<file path="src/rtl/rep_umul_ctrl.sv">
// rep_umul_ctrl: sequencer for a repeated-unary multiplier. Streams A as a front-loaded
// unary bitstream and counts ones on the multiplier output. Optional abort: REP_UMUL_CTRL_ABORT_EN.
module rep_umul_ctrl #(
   parameter int BITWIDTH = 8,
   parameter int MUL_LAT  = 1
) (
   input  logic                iClk,
   input  logic                iRstN,
   input  logic                iValid,
   output logic                oReady,
   input  logic [BITWIDTH-1:0] iA,
   input  logic [BITWIDTH-1:0] iB,
   output logic                oValid,
   input  logic                iReady,
   output logic [BITWIDTH-1:0] oProd,
   output logic                oLoadB,
   output logic [BITWIDTH-1:0] oB,
   output logic                oClr,
   output logic                oEn,
   output logic                oA,
   input  logic                iMult
`ifdef REP_UMUL_CTRL_ABORT_EN
   ,
   input  logic                iAbort
`endif
);

   typedef enum logic [2:0] {IDLE, LOAD, CLEAR, RUN, DRAIN, DONE} stateT;

   localparam logic [2:0] DRAIN_LAST = 3'((MUL_LAT > 0) ? MUL_LAT - 1 : 0);

   stateT               stateReg, stateNext;
   logic [BITWIDTH-1:0] aReg, bReg, prodReg, runCntReg;
   logic [2:0]          drainCntReg;
   logic [BITWIDTH:0]   onesCntReg, onesNext;
   logic                abortHit, abortClrReg, enOut, doneEntry;

`ifdef REP_UMUL_CTRL_ABORT_EN
   assign abortHit = iAbort && (stateReg inside {LOAD, CLEAR, RUN, DRAIN});
`else
   assign abortHit = 1'b0;
`endif

   always_comb begin
      stateNext = stateReg;
      oReady    = 1'b0;
      oLoadB    = 1'b0;
      oClr      = abortClrReg;
      oEn       = 1'b0;
      oA        = 1'b0;
      oValid    = 1'b0;
      case (stateReg)
         IDLE: begin
            oReady = 1'b1;
            if (iValid) stateNext = LOAD;
         end
         LOAD: begin
            oLoadB    = 1'b1;
            stateNext = CLEAR;
         end
         CLEAR: begin
            oClr      = 1'b1;
            stateNext = RUN;
         end
         RUN: begin
            oEn = 1'b1;
            oA  = (runCntReg < aReg);
            if (runCntReg == '1) stateNext = (MUL_LAT == 0) ? DONE : DRAIN;
         end
         DRAIN: begin
            if (drainCntReg == DRAIN_LAST) stateNext = DONE;
         end
         DONE: begin
            oValid = 1'b1;
            if (iReady) stateNext = IDLE;
         end
         default: stateNext = IDLE;
      endcase
      if (abortHit) stateNext = IDLE;
   end

   assign oB        = bReg;
   assign oProd     = prodReg;
   assign doneEntry = (stateNext == DONE) && (stateReg != DONE);

   // Delay oEn to line up with the multiplier's output bit for the same stream position.
   generate
      if (MUL_LAT == 0) begin : gNoPipe
         assign enOut = oEn;
      end else begin : gPipe
         logic [MUL_LAT-1:0] enPipeReg;
         always_ff @(posedge iClk or negedge iRstN) begin
            if (!iRstN) begin
               enPipeReg <= '0;
            end else if (abortHit) begin
               enPipeReg <= '0;
            end else begin
               enPipeReg[0] <= oEn;
               for (int i = 1; i < MUL_LAT; i++) enPipeReg[i] <= enPipeReg[i-1];
            end
         end
         assign enOut = enPipeReg[MUL_LAT-1];
      end
   endgenerate

   assign onesNext = onesCntReg + (BITWIDTH+1)'(enOut && iMult);

   always_ff @(posedge iClk or negedge iRstN) begin
      if (!iRstN) begin
         stateReg    <= IDLE;
         aReg        <= '0;
         bReg        <= '0;
         prodReg     <= '0;
         runCntReg   <= '0;
         drainCntReg <= '0;
         onesCntReg  <= '0;
         abortClrReg <= 1'b0;
      end else begin
         stateReg    <= stateNext;
         abortClrReg <= abortHit;
         if (stateReg == IDLE && iValid) begin
            aReg <= iA;
            bReg <= iB;
         end
         runCntReg   <= (stateReg == RUN) ? runCntReg + BITWIDTH'(1) : '0;
         drainCntReg <= (stateReg == DRAIN) ? drainCntReg + 3'd1 : 3'd0;
         onesCntReg  <= (stateReg == CLEAR) ? '0 : onesNext;
         // The final sample lands on the same edge that enters DONE, so use onesNext.
         if (doneEntry) prodReg <= onesNext[BITWIDTH] ? '1 : onesNext[BITWIDTH-1:0];
      end
   end

endmodule

</file>
<file path="config.mk">
export PLATFORM = sky130hd
export DESIGN_NAME = rep_umul_ctrl
export DESIGN_NICKNAME = d
export VERILOG_FILES = /design/src/rtl/rep_umul_ctrl.sv
export SDC_FILE = /design/constraint.sdc
export NUM_CORES = 1
export LEC_CHECK = 0
export CORE_ASPECT_RATIO = 0.5
export CORE_MARGIN = 2
export CORE_UTILIZATION = 51
export DETAILED_ROUTE_END_ITERATION = 12
export PLACE_DENSITY = 0.81
export SYNTH_ARGS = -nofsm -noshare
export SYNTH_HDL_FRONTEND = slang
export SYNTH_SLANG_ARGS = --single-unit
</file>
<file path="constraint.sdc">
create_clock -name iClk -period 2.7 [get_ports iClk]
set_clock_uncertainty 0.2 [all_clocks]
set_input_delay 0.675 -clock iClk [delete_from_list [all_inputs] [get_ports iClk]]
set_output_delay 0.675 -clock iClk [all_outputs]
set_load 0.01 [all_outputs]
</file>
==> flow_summary.ini <==
[power]
finalPower_w = 0.00150
ir_worst_vdd_mv = 0.301
power_density_mw_per_mm2 = 528
power_leakage_nw = 1.33

[logic_synthesis]
synth_edf_count = 0
synth_seq_cells = 48
synth_most_common_cell = dfrtp_1
synth_area_leaders = dfrtp_1 56%, ha_1 7.0%, nor2_1 5.2%
synthArstFlopShare_pct = 100
yosys.area.top_type = dfrtp_1
syn_inst = 201
avgSynthCellArea_sq_um = 10.7
synth_commonest_cells = 48 x dfrtp_1, 30 x nor2_1, 15 x inv_1
synth.distinct_cells = 30
synth_ff_type = dfrtp_1
yosysTopAreaCellShare_pct = 55.7
yosysSeqAreaShare_pct = 55.7
synthesis.area_sq_mm = 0.00216
yosysWarningCount = 0
synth_nets = 234

[route]
wl_per_cell_um = 13.7
via_per_inst = 5.13
routed_wl_mm = 4.29
wl_met3_um = 145
drtIter0Drc = 63
ant_nets = 0
wl_met2_mm = 2.21
remaining_drc_errors = 0
met1_length_mm = 1.88
vias = 1607
drt_pass1_iterations = 4
highest_layer = met4

[placement]
dpl-instance-area_sq_mm = 0.00270
place_hpwl_mm = 3.13
port_buffers = 42
place_congestion = 0.833
dpl_worst_slack_ns = -0.213

[global_route]
antenna_found_initial = 0
grt_pass1_wl_mm = 7.49
grt_usage_pct = 20.7
grt_max_degree = 24
grt_pass1_vias = 1663
grt_remaining_overflow = 0

[sta]
relSlewSlack_pct = 61.0
worstMarginPinSlew_ns = 0.585
period_share_pct = 96.0
grt_setup_unrepaired = no
setup_violations = 0
worst_slack_ns = 0.107
fin_crit_ns = 2.59
final_hold_viol_count = 0
drv_slew = 0
max_freq_ghz = 0.386

[finish]
n_fill_cell = 286
syn_to_final_growth_pct = 31.4
antenna_cells = 0
fin_nets = 291
finalInstanceArea_sq_mm = 0.00284
drive_gt1_share_pct = 15.1
final_util_pct = 71.2

[clocking]
cts-buffers-inserted = 5
clock_latency_ns = 0.29
h-tree-depth = 2
clk_path_buf_depth = 2
ctsHoldBuffers = 0
cts_tree = yes
cts_root_buf = clkbuf_8
clk_pin_slew_ns = 0.08
cts_sinks = 48

[floorplan]
coreArea_sq_mm = 0.00398
initial_core_util_pct = 54.1
rows = 16
die_height_um = 50.0
die_w_um = 96.0
ios = 43
fp.dieArea_sq_mm = 0.00480

[setup_path]
critPathRequiredTime_ns = 1.82
crit_slowest_cell = dfrtp_1
startpoint_type = register
cp_max_fo = 2
crit_chain = inv_2 -> ha_4 -> a21oi_1 -> o21ai_0 -> a41o_1 -> a31oi_1 -> buf_2
worstSetupPathType = register to output port
crit_path_end_kind = output port
crit_arrival_ns = 1.72
worst_path_largest_cell_delay_ns = 0.38

[flow_run]
maxCapViolations = 0

[outcome]
status = completed

[min_path]
hold_class = input port to asynchronous set/reset pin
-- flip-flops by register name, indices dropped and copies added (netlist names) --
name         flops
aReg             8
drainCntReg      3
enOut            1
oB               8
oProd            8
onesCntReg       9
runCntReg        8
stateReg         3
-- metrics by stage --
step	hold WS, ns	std cells	TNS (ns)
3_3_place_gp	0.242	303	-0.579
2_1_floorplan	0.179	201	0
4_1_cts	0.149	311	0
5_1_grt	0.161	313	0
6_report	0.136	313	0
3_5_place_dp	0.257	303	-1.50
-- cells in the final DEF (no fill, tap or decap), types with 2 or more instances in the layout --
cell	count
and2_1	4
mux2_2	9
o21ai_0	11
nand4_1	3
xnor2_1	9
a21oi_1	11
nand3_1	6
a211oi_1	2
or3_1	2
nand2_1	12
ha_1	11
buf_4	14
clkbuf_8	5
xor2_1	3
buf_2	2
dfrtp_1	47
and3_1	5
nor2_1	30
clkdlybuf4s50_1	39
inv_1	14
-- worst max-delay path, delay by kind of cell (launching register included) --
family                   cells  cell delay [ns]
flip-flops                   1             0.38
adder cells (fa/ha/maj)      1             0.20
buffers and inverters        2             0.23
AO/OA/AOI/OAI                4             0.60
-- where the power goes --
group	internal (W)	switching (W)
combinational	0.0000839	0.0000926
clock	0.000275	0.000231
sequential	0.000768	0.0000468
-- worst paths after layout --
| kind | start | end | slack [ns] | cells past startpoint |
|---|---|---|---|---|
| setup / recovery | aReg[2] | oA | 0.11 | 7 |
| hold / removal | iRstN | runCntReg[2] | 0.14 | 1 |
| setup reg to reg | enOut | oProd[1] | 0.64 | 7 |
| hold reg to reg | drainCntReg[0] | drainCntReg[0] | 0.26 | 1 |
| max in group asynchronous | iRstN | onesCntReg[0] | 1.55 | 2 |
| min in group iClk | drainCntReg[0] | drainCntReg[0] | 0.26 | 1 |
-- layer usage --
layer	vias up	GRT usage, %
met4	0	7.14
met1	776	25.4
met2	35	35.4
li1	789	-
met5	-	0
met3	7	5.35
-- logic make-up after synthesis --
kind of cell	count (synthesis)	share of synthesized area, %
AO/OA/AOI/OAI	29	7.66
flip-flops	48	55.7
XOR/XNOR	12	4.87
AND/OR/NAND/NOR	70	16.0
multiplexers	9	4.70
buffers and inverters	21	4.18
adder cells (fa/ha/maj)	12	6.96
-- final cells by class --
cell class                 count  area (sq um)  share of cell area, %
sequential                    48          1200                   42.4
tap                           54          67.6                   2.38
timing repair buffer          56           518                   18.3
clock buffer                   6          72.6                   2.56
multi-input combinational    132           883                   31.2
clock inverter                 2          35.0                   1.24
inverter                      15          56.3                   1.99
-- timing repair --
item | 4_1_cts | 5_1_grt
setup buffers | 0 | 2
pin swaps | 0 | 1
cloned | 0 | 0
gates resized for setup | 5 | 5
setup endpoints to repair | 2 | 4
No activity file was read; power rests on OpenSTA's default activity.
